<file path="src/rtl/div_ratio_ctrl.sv">
// Divider ratio controller: gate/load/settle ratio changes so the divided clock never runts; all outputs registered, one-edge latency.
// Optional raw-ratio configuration (i_cfg_direct) is compiled in with RATIO_DIRECT_EN; configs arriving mid-sequence are dropped with o_cfg_err.
module div_ratio_ctrl #(
  parameter int unsigned GUARD_CYC  = 4,
  parameter int unsigned SETTLE_CYC = 2,
  parameter logic [7:0]  RST_RATIO  = 8'd1
) (
  input  logic       i_ref_clk,
  input  logic       i_rst_n,
  input  logic       i_en,
  input  logic       i_cfg_valid,
  input  logic [7:0] i_cfg_data,
`ifdef RATIO_DIRECT_EN
  input  logic       i_cfg_direct,
`endif
  output logic [7:0] o_div_ratio,
  output logic       o_clk_en,
  output logic       o_busy,
  output logic       o_cfg_err
);

  typedef enum logic [2:0] {
    ST_OFF,
    ST_RUN,
    ST_GATE,
    ST_LOAD,
    ST_SETTLE
  } state_t;

  localparam logic [3:0] GUARD_LAST  = 4'(GUARD_CYC - 1);
  localparam logic [3:0] SETTLE_LAST = 4'(SETTLE_CYC - 1);

  state_t     state, state_nxt;
  logic [3:0] cnt, cnt_nxt;
  logic [7:0] shadow, shadow_nxt;
  logic [7:0] ratio_nxt;
  logic       err_nxt;
  logic       cfg_ok;
  logic [7:0] cfg_ratio;

  always_comb begin
    cfg_ok    = 1'b0;
    cfg_ratio = 8'd0;
`ifdef RATIO_DIRECT_EN
    if (i_cfg_direct) begin
      cfg_ok    = (i_cfg_data != 8'd0);
      cfg_ratio = i_cfg_data;
    end else begin
`else
    begin
`endif
      case (i_cfg_data)
        8'd32:   begin cfg_ok = 1'b1; cfg_ratio = 8'd1; end
        8'd16:   begin cfg_ok = 1'b1; cfg_ratio = 8'd2; end
        8'd8:    begin cfg_ok = 1'b1; cfg_ratio = 8'd4; end
        8'd4:    begin cfg_ok = 1'b1; cfg_ratio = 8'd8; end
        default: begin cfg_ok = 1'b0; cfg_ratio = 8'd0; end
      endcase
    end
  end

  always_comb begin
    state_nxt  = state;
    cnt_nxt    = cnt;
    shadow_nxt = shadow;
    ratio_nxt  = o_div_ratio;
    err_nxt    = 1'b0;
    case (state)
      ST_OFF: begin
        if (i_en) state_nxt = ST_RUN;
        if (i_cfg_valid) begin
          if (cfg_ok) ratio_nxt = cfg_ratio;
          else        err_nxt   = 1'b1;
        end
      end
      ST_RUN: begin
        if (!i_en) begin
          // enable loss wins; a coincident config is applied ungated since the clock stops anyway
          state_nxt = ST_OFF;
          if (i_cfg_valid) begin
            if (cfg_ok) ratio_nxt = cfg_ratio;
            else        err_nxt   = 1'b1;
          end
        end else if (i_cfg_valid) begin
          if (!cfg_ok) begin
            err_nxt = 1'b1;
          end else if (cfg_ratio != o_div_ratio) begin
            shadow_nxt = cfg_ratio;
            cnt_nxt    = 4'd0;
            state_nxt  = ST_GATE;
          end
        end
      end
      ST_GATE: begin
        err_nxt = i_cfg_valid;
        if (cnt == GUARD_LAST) begin
          cnt_nxt   = 4'd0;
          state_nxt = ST_LOAD;
        end else begin
          cnt_nxt = cnt + 4'd1;
        end
      end
      ST_LOAD: begin
        err_nxt   = i_cfg_valid;
        ratio_nxt = shadow;
        cnt_nxt   = 4'd0;
        state_nxt = ST_SETTLE;
      end
      ST_SETTLE: begin
        err_nxt = i_cfg_valid;
        if (cnt == SETTLE_LAST) begin
          cnt_nxt   = 4'd0;
          state_nxt = i_en ? ST_RUN : ST_OFF;
        end else begin
          cnt_nxt = cnt + 4'd1;
        end
      end
      default: begin
        state_nxt = ST_OFF;
        cnt_nxt   = 4'd0;
      end
    endcase
  end

  always_ff @(posedge i_ref_clk or negedge i_rst_n) begin
    if (!i_rst_n) begin
      state       <= ST_OFF;
      cnt         <= 4'd0;
      shadow      <= RST_RATIO;
      o_div_ratio <= RST_RATIO;
      o_clk_en    <= 1'b0;
      o_busy      <= 1'b0;
      o_cfg_err   <= 1'b0;
    end else begin
      state       <= state_nxt;
      cnt         <= cnt_nxt;
      shadow      <= shadow_nxt;
      o_div_ratio <= ratio_nxt;
      o_clk_en    <= (state_nxt == ST_RUN);
      o_busy      <= (state_nxt == ST_GATE) || (state_nxt == ST_LOAD) || (state_nxt == ST_SETTLE);
      o_cfg_err   <= err_nxt;
    end
  end

endmodule

</file>
<file path="config.mk">
export PLATFORM = sky130hd
export DESIGN_NAME = div_ratio_ctrl
export DESIGN_NICKNAME = d
export VERILOG_FILES = /design/src/rtl/div_ratio_ctrl.sv
export SDC_FILE = /design/constraint.sdc
export NUM_CORES = 1
export LEC_CHECK = 0
export ABC_AREA = 1
export CAP_MARGIN = 20
export CORE_UTILIZATION = 56
export DETAILED_ROUTE_END_ITERATION = 7
export HOLD_SLACK_MARGIN = 0.06
export PLACE_DENSITY = 0.84
export SLEW_MARGIN = 40
export SYNTH_ARGS = -nofsm -noshare
export SYNTH_HDL_FRONTEND = slang
export SYNTH_SLANG_ARGS = --single-unit
</file>
<file path="constraint.sdc">
create_clock -name i_ref_clk -period 2.9 [get_ports i_ref_clk]
set_input_delay 0.58 -clock i_ref_clk [delete_from_list [all_inputs] [get_ports i_ref_clk]]
set_output_delay 0.58 -clock i_ref_clk [all_outputs]
set_load 0.03 [all_outputs]
</file>
==> Word level (Yosys, flattened, before mapping) <==
Index checks and enable logic that the tools add are counted.
{ "word_totals": {"regBits": 26, "output_inout_bits": 11, "word_cells": 64} }
{ "classes": {"addsub": 1, "n_eq_ne": 20, "n_mux": 25, "bitwise": 1, "reduce_logical": 10} }
{ "ops": {"columns": ["op", "count"], "rows": [
  ["$pmux 4 s4", 2],
  ["$mux 4", 6],
  ["$mux 8", 3],
  ["$pmux 8 s3", 1],
  ["$mux 3", 7],
  ["$pmux 3 s5", 1],
  ["$eq 3x2->1 const B", 4],
  ["$ne 2x2->1 const B", 5],
  ["$reduce_and 5->1", 2],
  ["$eq 8x3->1 const B", 1],
  ["$eq 8x4->1 const B", 1],
  ["$eq 8x5->1 const B", 1],
  ["$eq 8x6->1 const B", 1],
  ["$ne 8x8->1", 1],
  ["$eq 3x1->1 const B", 2],
  ["$eq 3x3->1 const B", 2],
  ["$add 4x1->4 const B", 1],
  ["$eq 4x1->1 const B", 1],
  ["$eq 4x2->1 const B", 1],
  ["$mux 1", 4],
  ["$reduce_or 4->1", 1],
  ["$logic_not 3->1", 1],
  ["$reduce_bool 3->1", 1],
  ["$reduce_or 3->1", 1],
  ["other kinds (5)", 6]
]} }

==> Longest topological paths before layout <==
Gate-level depths: netlist of the first run.
{ "depth": {"depth_word": 11, "ltp_mapped": 12, "depth_no_buf": 12} }

==> Least setup slack after synthesis of the first run <==
OpenSTA, ideal clock, no wires.
{ "synth_timing": {"path_kind": "in2reg", "start": "in i_cfg_data[6]", "end": "reg state[0]", "setup_ns": 0.120, "arrival_ns": 1.464, "t_required_ns": 2.780, "slack_ns": 1.316, "cell_stages": 10, "path_buffers": 0, "path_cell_list": "inv_2 > nand2_4 > nor2_1 > nand2_2 > nand2_1 > nor2_4 > nor2_8 > nand2_1 > a21oi_2 > inv_1"} }
{ "synth_via": {"elab_chain_cells": 8, "elab_cells_between_ends": 13} }
{ "synth_lines": {"columns": ["item", "line_no", "text"], "rows": [
  ["from (decl)", "12", "input logic [7:0] i_cfg_data,"],
  ["$eq 8x3->1, or another cell as far along", "52", "case (i_cfg_data)"],
  ["$pmux 4 s4", "52", null],
  ["$ne 8x8->1", "87", "end else if (cfg_ratio != o_div_ratio) begin"],
  ["$mux 3", "87", null],
  ["$mux 3 *", "85", "if (!cfg_ok) begin"],
  ["$mux 3 *", "84", "end else if (i_cfg_valid) begin"],
  ["$mux 3 *", "77", "if (!i_en) begin"],
  ["$pmux 3 s5 *", "68", "case (state)"],
  ["via state_nxt[0]", "33", "state_t state, state_nxt;"],
  ["to (signal assigned)", "135", "state <= state_nxt;"],
  ["to (decl)", "33", null]
]} }
Mark *: on every way through the listed nets, which the timed path passes. The rest lies on a longest branch.
A chain may end at the register's enable or synchronous reset.

==> Worst setup path after layout of the first run <==
{ "layout_timing": {"start": "reg o_div_ratio[0]", "end": "out o_div_ratio[0]"} }
{ "layout_lines": {"columns": ["item", "line_no", "text"], "rows": [
  ["from (decl)", "16", "output logic [7:0] o_div_ratio,"],
  ["from (signal assigned)", "138", "o_div_ratio <= ratio_nxt;"]
]} }
No word-level cell between the ends.

==> results of run 1 <==
-- cells by family (layout without fill, tap and decap cells) --
family                     count (synthesis)  in the layout  synth area share (%)
buffers and inverters                     36             53                 11.70
DFF                                       18             18                 35.28
AOI/OAI and AO/OA                         16             16                 7.407
and+or+nand+nor                           93             93                 41.03
adders and majority gates                  3              3                 2.924
other                                      1              4                0.2921
xor gates and xnor gates                   2              2                 1.365
-- power by group through the flow --
stage               Combinational [mW]  Sequential, mW  Clock, mW
floorplan                        0.128           0.359          0
detailed placement               0.246           0.325          0
finish                           0.245           0.320      0.154
global placement                 0.238           0.324          0
global route                     0.269           0.325      0.174
CTS                              0.248           0.320      0.159
-- per-layer routing --
layer	global-route usage [%]	up-vias	routed length, µm
li1	-	561	-
met1	30.20	503	1211
met2	40.32	31	1227
met3	4.321	5	103
met4	8.571	0	36
met5	0	-	0
-- state kept, by name, summed over array words and instances, names as in the netlist --
signal       cells
state            3
o_cfg_err        1
o_div_ratio      4
o_clk_en         1
o_busy           1
shadow           4
cnt              4
-- synth_stat cells, types with 2 or more instances --
cell      number
buf_4          4
dfrtp_1       16
dfstp_2        2
ha_1           3
inv_1         25
inv_2          6
nand2_1       42
nand2_2        9
nand2_4        3
nand3_1       10
nand3b_1       3
nand4_1        5
nor2_1         6
nor2_2         5
nor2_4         6
o21ai_0        5
o21ai_1        5
xor2_1         2
-- area by class of cell --
cell class	count	area (µm²)
inverter	31	116.4
multi-input combinational	118	691.9
clock buffer	4	36.28
timing repair buffer	18	175.2
sequential	18	452.9
tap	27	33.78
fill	160	555.5
-- metrics by stage --
step,cell area [µm²],power (mW)
after floorplan,1295,0.4874
after global placement,1475,0.5616
after detailed placement,1475,0.5712
after CTS,1511,0.7260
after global routing,1506,0.7687
final,1506,0.7188
-- worst min path at each step --
stage	slack [ps]	to	startpoint
2_1_floorplan	280	cnt[0]$_DFFE_PN0P_	i_rst_n
3_3_place_gp	490	o_div_ratio[0]$_DFFE_PN1P_	o_div_ratio[0]$_DFFE_PN1P_
3_5_place_dp	500	o_div_ratio[0]$_DFFE_PN1P_	o_div_ratio[0]$_DFFE_PN1P_
4_1_cts	520	o_div_ratio[0]$_DFFE_PN1P_	o_div_ratio[0]$_DFFE_PN1P_
5_1_grt	210	o_div_ratio[3]$_DFFE_PN0P_	i_rst_n
6_report	200	shadow[1]$_DFFE_PN0P_	i_rst_n
==> results summary, run 1 <==
For this block, the routed nets add up to between 2 and 3 mm of wire. The power share of the clock group is 21.5%. The cell with the largest stage delay on the worst path is clkdlybuf4s50_1. The portion of total power attributed to combinational logic is between 30% and 40%. The post-synthesis area per instance came out at between 7 and 8 µm².

In the routed design, unresolved DRC markers number 0. In this run the worst path has a maximum fanout of 4. The number of enable flip-flop cells after synthesis is 0. The final hold violation count is 0. TritonCTS built the clock tree. In the final routed layout, each cell accounts on average for roughly 12 µm. By area the synthesized netlist is led by dfrtp_1, nand2_1, inv_1. Summed over all layers, the global routing overflow is 0. At the worst endpoint, the arrival time is about 1500 ps.

The total placed cells including tap cells is about 210. The number of vias per cell came out at slightly above 5. The class of the tightest hold or removal check is in -> async. The critical path ends at o_div_ratio[0].

In this run the number of cells on the critical path is 1. For the final database, setup skew stands at approximately 3.1 ps. The post-CTS clock slew at the launch and capture registers of the worst setup and hold paths came out at about 100 ps. The layout net count is 205.

The count of vias placed by the detailed router came out at 1100. The most used flip-flop cell after synthesis is dfrtp_1. The post-cts resize count is 0. The max capacitance violation total is 0. The synthesized cell area came out at about 1300 µm². The post-CTS setup repair buffer count is 0. The leakage power is about 0.83 nW. The share of the clock period used by the worst path after layout is around 73%. The post-route setup TNS is 0 ps.

STA classifies the critical path startpoint as a register. Buffers inserted to repair hold after CTS numbered 0. Net switching is roughly 36% of the power.

No sink is reached through more buffers than the 2 on the longest clock path. The highest attainable clock frequency came out at about 470 MHz. The wire length of the first global-routing pass came out at between 4 and 5 mm. The required arrival time at the worst endpoint came out at between 2000 and 2500 ps. Sequential cells were found to cover roughly a third of the synthesized design area. After layout, the worst setup slack is ~800 ps. The reported net switching power is around 0.26 mW. The worst-case IR drop observed on VDD is around 0.27 mV. The final RePlAce weighted congestion came out at between 0.8 and 0.9.

The power density normalized to cell area came out at approximately 480 nW/µm². The core region is between 2000 and 2500 µm². Setup repair after global routing left no endpoint under its margin. The share of Yosys cell area claimed by the top area cell type came out at ~31%. After technology mapping, the gate count stands at around 170.

The layout cell share with drive strength beyond 1 came out at roughly a fifth. The time the final worst path needs with I/O delays and setup came out at between 2000 and 2500 ps. 0 antenna diodes ended up in the layout. For this configuration, the core starts out at a cell density of just over 60%. The largest total area in the synthesized netlist belongs to dfrtp_1.

The number of max-slew violations in the final report came out at 0. The worst register-to-register path ends at o_div_ratio[3]$_DFFE_PN0P_. The final count of negative-setup-slack endpoints came out at 0. The final HPWL from detailed placement came out at ~2.0 mm. The die covers roughly 2500 µm². The detail route stage leaves a number of antenna-violating nets equal to 0.

The most common library cell in the layout ignoring fill and taps is nand2_1. The signal on the critical path passes through clkdlybuf4s50_1. The number of global-route vias before repair came out at between 1000 and 1500. For this run, the number of Yosys warnings is 0.

The sequential share of power is around 45%. Among cell families on the critical path, the largest total delay comes from buffers and inverters. The global-route usage over all layers is about a quarter.

The critical path class is reg -> out. The count of boundary I/O pins is 23. The number of antenna violations at the first check in global routing is 0. The stage delay of the slowest cell on the critical path is between 600 and 700 ps. The die span in x is roughly 50 µm. The post-route non-filler standard cell count came out at 216. The insertion delay to the later sink of the worst-skew pair is just under 300 ps. The pin count of the biggest net entering global routing came out at 19. After synthesis, the share of flip-flops with an asynchronous set or reset is 100.0%. The register-to-register setup slack came out at 1300 ps.

The length of the first detailed-routing pass in iterations came out at 4. The number of buffers and inverters on the critical path is 1. The distinct cell type count after synthesis is 30.

OpenSTA, run right after detailed placement, puts the worst setup slack at roughly 760 ps. In this run the clock root is driven by a clkbuf_4. The final hold slack came out at roughly 200 ps. The total of flip-flops plus latches after synthesis is 18. The worst reg2reg path depth is 6. Compared with the post-synthesis result, the final layout area differs by 17.35%. The detailed router finished its first iteration with 15 violations. The start point of the critical path is o_div_ratio[0]$_DFFE_PN1P_.

The die height is around 50 µm. STA classifies the critical path endpoint as an output port. The run finished with clean final reports. The internal power component came out at 0.4621 mW.

The final core utilization came out at around three quarters. The clock drives 18 sinks. The number of I/O port buffers came out at 18. The H-tree depth came out at 1. The total number of placement rows is 16.

The startpoint identified for the worst register-to-register timing path is state[2]$_DFF_PN0_. The number of buffers added by the clock tree synthesis step is 3. In the layout the commonest cells are nand2_1, inv_1, clkdlybuf4s50_1, dfrtp_1, nand3_1.
Power figures use the tool's default switching activity.
==> inputs of run 2 (changes only) <==
CORE_UTILIZATION = 52   (was 56)
PLACE_DENSITY = 0.79   (was 0.84)
clock period = 2.08 ns   (was 2.9 ns; I/O delays follow)
==> run 2 against run 1 <==
Compared with the run above:
- combinational power increased by 40%
- clock power up 44%
- die area grew 7.4%
- clock-buffer cell count unchanged
- non-clock buffer count rose by 1
- sequential share of layout area is 0.27 points lower
- flip-flop and latch count unchanged
- register-to-register slack got worse by 760 ps
- clock skew grew 7.4 ps
- first-iteration DRC count up 20%
==> results summary, run 2 (synthesis results as in run 1) <==
The leakage power is roughly 0.83 nW. The number of global-route vias before repair is 1085. The number of I/O port buffers came out at 18. The final HPWL from detailed placement came out at between 2 and 2.5 mm.

The wire length of the first global-routing pass is about 4.6 mm. Global routing consumed, over all layers together, about a quarter of the routing resources. The final hold violation count came out at 0. met2 is the most crowded layer. The number of buffers and inverters on the critical path is 1. The peak supply drop came out at roughly 0.37 mV. The required arrival time at the worst endpoint came out at 1660 ps. The slowest stage of the critical path is the clkdlybuf4s50_1 cell. After detailed routing, the average wire length per cell comes to 12.03 µm.

The post-cts resize count came out at 0. The share of total power dissipated in combinational logic is 33.8%. The setup check on the worst reg-to-reg path leaves a slack of about 540 ps. Setup violations remaining at the end of the flow were counted as 0.

The insertion delay to the later sink of the worst-skew pair came out at 300 ps. For the pin with the worst max-slew slack, the measured transition is ~600 ps. The post-CTS clock slew at the launch and capture registers of the worst setup and hold paths came out at 110 ps. The number of antenna cells inserted came out at 0.

The worst setup path is launched from a register. The number of buffers added by the clock tree synthesis step came out at 3. The die height came out at approximately 52 µm. The post-route setup TNS came out at 0 ps. The starting density of the core is between 50% and 60%. The filler cell count in the final layout came out at approximately 190.

At the placement stage, the worst setup path has a slack of a little under 80 ps. The global routing met3 resource utilization came out at 3.216%. After layout, the minimum clock period comes to between 1500 and 2000 ps. By startpoint and endpoint, the worst setup path is classified as reg -> out. The buffer cell driving the clock tree root is clkbuf_4. The count of vias placed by the detailed router is between 1000 and 1500. The initial DRC count came out at 18. The met1 routing resource usage after global routing came out at ~29%. The relative area change from synthesis to final layout is 18.42%. The number of max-slew violations in the final report came out at 0. The internal power component came out at between 0.6 and 0.7 mW. The total chip power came out at roughly 1.0 mW.

Hold repair after CTS inserted 0 buffers. The power density normalized to cell area came out at about 670 nW/µm². The worst hold path belongs to the class in -> async. Setup repair after global routing left no endpoint under its margin. The number of antenna violations at the first check in global routing came to 0. Using the TritonRoute via totals, the vias-per-cell ratio works out to 5.142.

The overflow left after global routing came out at 0. The share of the clock period used by the worst path after layout came out at 93.61%. The die span in x came out at between 50 and 60 µm. Across all hold checks on the routed design, the worst slack comes to around 480 ps. Leaving out fill and tap cells, the most frequent cell in the layout is nand2_1. Leaving out fill and tap cells, the most frequent cells in the layout are nand2_1, inv_1, clkdlybuf4s50_1, dfrtp_1, nand3_1. At the end of routability-driven placement, the weighted congestion stood at 0.8719. In this run the post-CTS setup repair buffer count came out at 0. The power share of the clock group is between 20% and 30%.

The pin count of the biggest net entering global routing is 14. Across all setup checks in the final design, the least slack found is ~130 ps. The detail route stage leaves a number of antenna-violating nets equal to 0. The sequential share of power is between 40% and 50%. Walking the worst path, the cells encountered are clkdlybuf4s50_1. The H-tree depth is 1. No sink is reached through more buffers than the 2 on the longest clock path. Based on the critical path, the design can be clocked at up to ~510 MHz. The number of clock sinks came out at 18. The area of the core region is 2276 µm². The total detailed-routing wirelength came out at 2.623 mm.

The post-route clock skew came out at approximately 10 ps. The layout cell share with drive strength beyond 1 is approximately a fifth. The worst flop-to-flop path startpoint is state[2]$_DFF_PN0_. The stage delay of the slowest cell on the critical path is around 670 ps. TritonCTS built the clock tree. The max capacitance violation total came out at 0. The switching share of power is a little over a third.

The data arrival time at the worst-slack endpoint is around 1500 ps. Global routing used around two fifths of the available met2 tracks. STA classifies the critical path endpoint as an output port. The count of boundary I/O pins came out at 23. The highest fanout seen on the critical path came out at 4. The layout net count is 206. The length of the first detailed-routing pass in iterations came out at 4. The reported net switching power came out at about 0.36 mW. The most critical setup path has its startpoint at o_div_ratio[0]$_DFFE_PN1P_. In the routed design, unresolved DRC markers number 0. In this design, the largest share of critical-path delay is due to buffers and inverters. At the end of the flow the core is filled with cells to approximately two thirds. The worst pin sits at a relative slew slack of roughly three fifths. The overall die area came out at between 2000 and 3000 µm². The run finished with clean final reports.

The largest registers in the layout are cnt x4, o_div_ratio x4, shadow x4. The total number of placement rows is 17.
[run 2: cell type report]
type                    count  area (µm²)  area share [%]
inverters                  31       116.4           7.654
well taps                  28       35.03           2.305
flip-flops and latches     18       452.9           29.79
multi-input cells         118       691.9           45.51
clock buffers               4       36.28           2.387
repair buffers             19       187.7           12.35
[run 2: power by group through the flow]
stage	combinational, mW	clock, mW	sequential [mW]
6_report	0.342	0.222	0.447
3_3_place_gp	0.336	0	0.452
5_1_grt	0.376	0.242	0.455
4_1_cts	0.345	0.226	0.449
3_5_place_dp	0.344	0	0.456
2_1_floorplan	0.179	0	0.501
[run 2: final timing paths]
kind,end,cells past startpoint
max,o_div_ratio[0],1
min in group i_ref_clk,o_div_ratio[0]$_DFFE_PN1P_,2
max reg2reg,o_div_ratio[1]$_DFFE_PN0P_,6
min reg2reg,o_div_ratio[0]$_DFFE_PN1P_,2
min,cnt[2]$_DFFE_PN0P_,1
max in group asynchronous,state[0]$_DFF_PN0_,2
[run 2: metrics by stage]
step	instances	area, µm²
after floorplan	172	1295
after global placement	214	1484
after detailed placement	214	1484
after CTS	218	1520
after global routing	218	1520
final	218	1520
[run 2: routing by layer]
layer,wire length [µm],vias to the layer above
met4,39,0
met1,1199,532
met3,89,5
li1,-,562
met2,1295,22
met5,0,-
